File: src/rtl/hazard_scoreboard.sv
// Decode-stage hazard scoreboard: per-register countdown timers for the integer
// and float files, raising stall/bubble while any used source is not yet forwardable.
module hazard_scoreboard #(
  parameter int REG_AW   = 5,
  parameter int LOAD_LAT = 1,
  parameter int ALU_LAT  = 0,
  parameter int FLOAT_EN = 1,
  parameter int CNT_W    = 32
) (
  input  logic                 clk,
  input  logic                 rst,
  input  logic                 id_valid,
  input  logic                 id_flush,
  input  logic [REG_AW-1:0]    id_rs,
  input  logic [REG_AW-1:0]    id_rt,
  input  logic [REG_AW-1:0]    id_rd,
  input  logic                 id_use_rs,
  input  logic                 id_use_rt,
  input  logic                 id_use_rd,
  input  logic                 id_rs_f,
  input  logic                 id_rt_f,
  input  logic                 id_rd_f,
  input  logic                 id_reg_write,
  input  logic                 id_mem_read,
  input  logic [REG_AW-1:0]    id_dst,
  input  logic                 id_dst_f,
  output logic                 stall,
  output logic                 bubble,
  output logic [2**REG_AW-1:0] busy_int,
  output logic [2**REG_AW-1:0] busy_flt,
  output logic [CNT_W-1:0]     stall_cycles
);
  localparam int NREG    = 2**REG_AW;
  localparam int MAX_LAT = (LOAD_LAT > ALU_LAT) ? LOAD_LAT : ALU_LAT;
  localparam int TW      = (MAX_LAT < 1) ? 1 : $clog2(MAX_LAT + 1);

  logic [TW-1:0] tmr_int [NREG];
  logic [TW-1:0] lat;
  logic          live;
  logic          rs_busy;
  logic          rt_busy;
  logic          rd_busy;
  logic          hazard;
  logic          issue;

  assign live    = id_valid & ~id_flush;
  assign rs_busy = id_use_rs & (id_rs_f ? busy_flt[id_rs] : busy_int[id_rs]);
  assign rt_busy = id_use_rt & (id_rt_f ? busy_flt[id_rt] : busy_int[id_rt]);
  assign rd_busy = id_use_rd & (id_rd_f ? busy_flt[id_rd] : busy_int[id_rd]);
  assign hazard  = live & (rs_busy | rt_busy | rd_busy);
  // integer r0 is hardwired zero, so writes to it never arm a timer
  assign issue   = live & ~hazard & id_reg_write & (id_dst_f | (id_dst != '0));
  assign lat     = id_mem_read ? TW'(LOAD_LAT) : TW'(ALU_LAT);
  assign stall   = hazard;
  assign bubble  = hazard;

  // a fresh issue overrides the decrement so the latest writer defines readiness
  always_ff @(posedge clk or posedge rst) begin
    if (rst) begin
      for (int i = 0; i < NREG; i++) tmr_int[i] <= '0;
    end else begin
      for (int i = 0; i < NREG; i++) begin
        if (issue && !id_dst_f && (id_dst == REG_AW'(i)))
          tmr_int[i] <= lat;
        else if (tmr_int[i] != '0)
          tmr_int[i] <= tmr_int[i] - TW'(1);
      end
    end
  end

  always_comb begin
    busy_int = '0;
    for (int i = 0; i < NREG; i++) busy_int[i] = (tmr_int[i] != '0);
    busy_int[0] = 1'b0;
  end

  generate
    if (FLOAT_EN != 0) begin : g_flt
      logic [TW-1:0] tmr_flt [NREG];

      always_ff @(posedge clk or posedge rst) begin
        if (rst) begin
          for (int i = 0; i < NREG; i++) tmr_flt[i] <= '0;
        end else begin
          for (int i = 0; i < NREG; i++) begin
            if (issue && id_dst_f && (id_dst == REG_AW'(i)))
              tmr_flt[i] <= lat;
            else if (tmr_flt[i] != '0)
              tmr_flt[i] <= tmr_flt[i] - TW'(1);
          end
        end
      end

      always_comb begin
        busy_flt = '0;
        for (int i = 0; i < NREG; i++) busy_flt[i] = (tmr_flt[i] != '0);
      end
    end else begin : g_no_flt
      assign busy_flt = '0;
    end
  endgenerate

  always_ff @(posedge clk or posedge rst) begin
    if (rst)
      stall_cycles <= '0;
    else if (hazard && (stall_cycles != '1))
      stall_cycles <= stall_cycles + CNT_W'(1);
  end
endmodule

File: config.mk
export PLATFORM = sky130hd
export DESIGN_NAME = hazard_scoreboard
export DESIGN_NICKNAME = d
export VERILOG_FILES = /design/src/rtl/hazard_scoreboard.sv
export SDC_FILE = /design/constraint.sdc
export NUM_CORES = 1
export LEC_CHECK = 0
export ABC_AREA = 0
export ABC_CLOCK_PERIOD_IN_PS = 10960
export CORE_MARGIN = 2
export CORE_UTILIZATION = 45
export DETAILED_ROUTE_END_ITERATION = 12
export PLACE_DENSITY = 0.72
export REMOVE_ABC_BUFFERS = 1
export SLEW_MARGIN = 5
export SYNTH_ARGS = -nofsm -noshare
export SYNTH_HDL_FRONTEND = slang
export SYNTH_SLANG_ARGS = --single-unit
File: constraint.sdc
create_clock -name clk -period 10.96 [get_ports clk]
set_clock_uncertainty 0.2 [all_clocks]
set_input_delay 2.192 -clock clk [delete_from_list [all_inputs] [get_ports clk]]
set_output_delay 2.192 -clock clk [all_outputs]
set_load 0.02 [all_outputs]
======== Yosys cells after proc, flatten, opt, wreduce, memory -nomap -nowiden ========
Index checks and enable logic that the tools add are counted.
storage, ports and cells
  input port bits ......................... 33
  memories ................................ 0
  RAM bits ................................ 0
  word-level logic and storage cells ...... 387
  bits in read-only memories .............. 0
  output and inout port bits .............. 98
  latch bits .............................. 0
  register bits after elaboration ......... 95
operators by class
  add/subtract/negate cells ............... 64
  bitwise logic cells ..................... 13
  divide/modulo/power cells ............... 0
  magnitude comparators ................... 3
  shift operators ......................... 0
  mux-type cells .......................... 142
  multiply operators ...................... 0
  equal/unequal tests ..................... 32
  reductions and logical operators ........ 69
operator list
  operator                 count
  $mux W1                  136
  $eq A5 B5 Y1 const B     16
  $logic_and A1 B1 Y1      66
  $sub A1 B1 Y1 const B    63
  $eq A5 B4 Y1 const B     8
  $add A32 B1 Y32 const B  1
  $ne A32 B32 Y1 const B   1
  $bmux W1 S5              6
  $eq A5 B3 Y1 const B     4
  $lt A5 B6 Y1 const B     3
  $eq A5 B2 Y1 const B     2
  $and A1 B1 Y1            8
  $eq A5 B1 Y1 const B     1
  $logic_not A5 Y1         1
  $reduce_bool A5 Y1       1
  $or A1 B1 Y1             3
  $not A1 Y1               2
  $logic_not A1 Y1         1

======== Depth between registers and ports, before layout ========
  depth after elaboration ................. 14
  depth in mapped cells ................... 14
  depth with buffers taken out ............ 8

======== Least setup slack after synthesis ========
OpenSTA, ideal clock, no wires.
  path kind ............................... input to output
  start point ............................. in id_rs[1]
  end point ............................... out stall
  setup slack ............................. 3.935 ns
  arrival time ............................ 4.633 ns
  stages .................................. 12
  data required time ...................... 8.568 ns
  buffers on the path ..................... 5
  path through ............................ buf_1 > buf_2 > mux4_2 > mux2_2 > a21oi_1 > o311ai_1 > a311o_1 > buf_2 > clkbuf_1 > nand2_1 > inv_1 > buf_4
on the way
  cells in the longest elaborated chain, start to end .. 7
  elaborated cells between the ends (all ways) .. 9
  those cells by class .................... mux (5); bitwise (4)
RTL lines
  element                        RTL line  text
  start, declared                14        input logic [REG_AW-1:0] id_rs,
  $bmux W1 S5                    47        assign rs_busy = id_use_rs & (id_rs_f ? busy_flt[id_rs] : busy_int[id_rs]);
  $mux W1 (not written as such)  47
  $mux W1 (*)                    47
  $and A1 B1 Y1 (*)              47
  $or A1 B1 Y1 (*) (2 in a row)  50        assign hazard = live & (rs_busy | rt_busy | rd_busy);
  $and A1 B1 Y1 (*)              50
  end, declared                  27        output logic stall,
Every way passes the cells marked *; elsewhere a longest branch is shown, timed or not. The select of a mux whose other input is x is not followed.

======== Worst setup path in the final report ========
  start point ............................. in id_rd[1]
  end point ............................... out stall
on the way
  cells in the longest elaborated chain, start to end .. 6
  elaborated cells between the ends (all ways) .. 8
  those cells by class .................... mux (5); bitwise (3)
RTL lines
  element                        RTL line  text
  start, declared                16        input logic [REG_AW-1:0] id_rd,
  $bmux W1 S5                    49        assign rd_busy = id_use_rd & (id_rd_f ? busy_flt[id_rd] : busy_int[id_rd]);
  $mux W1 (not written as such)  49
  $mux W1 (*)                    49
  $and A1 B1 Y1 (*)              49
  $or A1 B1 Y1 (*)               50
  $and A1 B1 Y1 (*)              50
Marks and branches as above.

==> flow_summary.ini <==
[finish]
regArea_sq_um = 2377
layout_commonest_cell = clkdlybuf4s50_1
final_layout_size_suffix_gt1_frac = 0.1230
multiInputGateArea_sq_um = 2974
nets = 647
stdcell_area_sq_um = 7206
num_antenna_cells = 0
most-common-layout-cells = 129 x clkdlybuf4s50_1, 95 x dfrtp_1, 41 x nand2_1
fillers = 1000
synthToLayoutAreaGrowth_pct = 28.66

[cts]
cts_sinks = 95
cts_max_level = 3
cts_buffer_depth = 2
clockRootBuffer = clkbuf_16
cts_tree = built
clk_pin_slew_ns = 0.07
cts-hold-fix-buffers = 0
cts_resized = 0
clock_latency_ns = 0.33
numCtsBuffers = 9
post_cts_buffers = 0

[power_and_ir_drop]
p_int_w = 0.0005650
sequentialPowerShare = 0.467
p_comb_frac = 0.149
power_density_nw_per_um2 = 109.0
power.share.clock = 0.383
netSwitchingFraction = 0.2809
static-leakage-power_nw = 2.807
p_sw_w = 0.0002207
ir_worst_vdd_mv = 0.09781

[logic_synthesis]
netlist_instances = 513
synth_top_area_frac = 0.4245
yosys.area.top_type = dfrtp_1
ys_seq_elements = 95
synth.area.top_cells = dfrtp_1 42%, mux4_2 14%, xnor2_1 4.8%
synth_edf_count = 0
synth-seq-area-share = 0.4245
synth_ff_type = dfrtp_1
syn_area_per_cell_sq_um = 10.92
synth_cell_types = 46
syn-cell-area_sq_um = 5600
ys_warn_count = 0
async_flop_share = 1.000

[flow_run]
max-cap-violations = 0

[timing]
min_period_ns = 8.414
hold_viol = 0
fin_crit_sh = 0.7677
rsz0062_at_grt = false
tightestPinTransition_ns = 1.042
fin_ws_ns = 2.546
maxSlewViolCount = 0
finalSetupViolations = 0
relSlewSlack = 0.2986
tns_ns = 0
fmax_ghz = 0.1188

[critical_path]
cp_slowest_stage_delay_ns = 1.10
path_cells = clkdlybuf4s50_1, mux4_2, mux2i_1, mux2i_1, a211o_1, and4_1, a311o_2, buf_4, nand2_1, inv_1, clkdlybuf4s50_1
critPathKind = in -> out
path_max_fanout = 65
cp.arrival_ns = 6.02
endpoint_kind = output port
required_ns = 8.57
crit_slowest_cell = clkdlybuf4s50_1
path_delay_family = buffers and inverters
worstSetupStartpointType = primary input
critPathBufInv = 4

[placed_design]
io_buffers = 129
hpwlAfterDp_um = 11930
gp_congestion = 0.8793
placed_area_sq_um = 6918
pre_cts_slack_ns = 2.561

[grt]
grt_usage = 0.2479
grt_pass1_wl_um = 25560
gr-total-overflow = 0
grt_antenna_before_repair = 0
grt_pass1_vias = 4630
grt_start_max_net_pins = 81

[floorplan]
die-area_sq_um = 13350
initial_core_util = 0.4643
die_y_um = 115.6
io_pins = 131
rows = 40
core_sq_um = 12060
die_x_um = 115.6

[routing]
drtIter0Drc = 535
num_vias = 4845
ant_nets = 0
drt-wirelength-per-cell_um = 20.90
routed_wirelength_um = 16430
drt_pre_antenna_iters = 5
via_per_inst = 6.164
drc = 0

[min_path]
hp-class = reg -> reg

[outcome]
run_status = finished clean
## metal layers
| layer | up-vias | share of wire | GRT usage |
|---|---|---|---|
| met5 | - | 0 | 0 |
| met4 | 0 | 0.027 | 0.08835 |
| met3 | 43 | 0.082 | 0.04446 |
| met2 | 282 | 0.48 | 0.4043 |
| met1 | 2410 | 0.41 | 0.3355 |
| li1 | 2110 | - | - |
## through the flow
| step | hold slack [ns] | util | total power (W) | instances |
|---|---|---|---|---|
| floorplan | 0.3933 | - | 0.0004309 | 469 |
| global placement | 0.2869 | 0.5735 | 0.0004877 | 770 |
| detailed placement | 0.2871 | 0.5735 | 0.0004905 | 770 |
| CTS | 0.3083 | 0.5974 | 0.0007908 | 786 |
| global route | 0.3388 | 0.5974 | 0.0008155 | 786 |
| finish | 0.3101 | 0.5974 | 0.0007857 | 786 |
## Yosys cell counts, types with 2 or more instances
cell,instances
a21oi_1,4
a221oi_1,2
a31oi_1,5
and2_1,3
and3_1,14
and4_1,3
buf_1,2
buf_2,11
buf_4,2
buf_6,4
clkbuf_1,25
dfrtp_1,95
inv_1,8
mux2_2,9
mux2i_1,27
mux4_2,35
nand2_1,41
nand2b_1,5
nand3_1,32
nand3b_1,8
nand4_1,17
nor2_1,31
nor2b_1,10
nor3_1,18
nor3_2,10
nor4_1,19
nor4b_1,18
o211ai_1,3
o22ai_1,2
o41ai_1,2
or3_1,3
xnor2_1,31
## state kept, by name (all words and copies together), names as in the netlist
register      cells
busy_flt         32
stall_cycles     32
busy_int         31
## kinds of logic after synthesis
| kind of cell | Yosys count | share of synthesized area |
|---|---|---|
| simple gates | 236 | 0.2393 |
| flops | 95 | 0.4245 |
| mux | 71 | 0.2071 |
| buf+inv | 53 | 0.04468 |
| xor+xnor | 31 | 0.04848 |
| compound gates | 25 | 0.03307 |
| fa+ha+maj | 1 | 0.002234 |
| other cells | 1 | 0.0006696 |
## cell type report
class	instances	share of cell area
Multi-Input combinational cell	365	0.4127
Sequential cell	95	0.3299
Timing Repair Buffer	133	0.1834
Clock buffer	9	0.03126
Tap cell	168	0.02917
Clock inverter	7	0.008682
Inverter	9	0.004862
## path summary, 6_finish.rpt
path	from	slack [ns]	cells past startpoint	end
worst min register to register	stall_cycles[18]	0.31	1	stall_cycles[18]
worst max register to register	stall_cycles[4]	7.17	8	stall_cycles[1]
max in group asynchronous	rst	7.40	3	busy_int[16]
min in group asynchronous	rst	1.91	2	stall_cycles[26]
worst max-delay path	id_rd[1]	2.55	11	stall
worst min-delay path	stall_cycles[18]	0.31	1	stall_cycles[18]
## power groups by stage
stage / registers, W / clock network (W) / logic [W]
final: 0.000367 / 0.000301 / 0.000117
after global routing: 0.000368 / 0.000320 / 0.000127
after CTS: 0.000367 / 0.000306 / 0.000118
after detailed placement: 0.000374 / 0 / 0.000117
after global placement: 0.000373 / 0 / 0.000114
after floorplan: 0.000381 / 0 / 0.0000496
(Power assumes the default switching activity.)
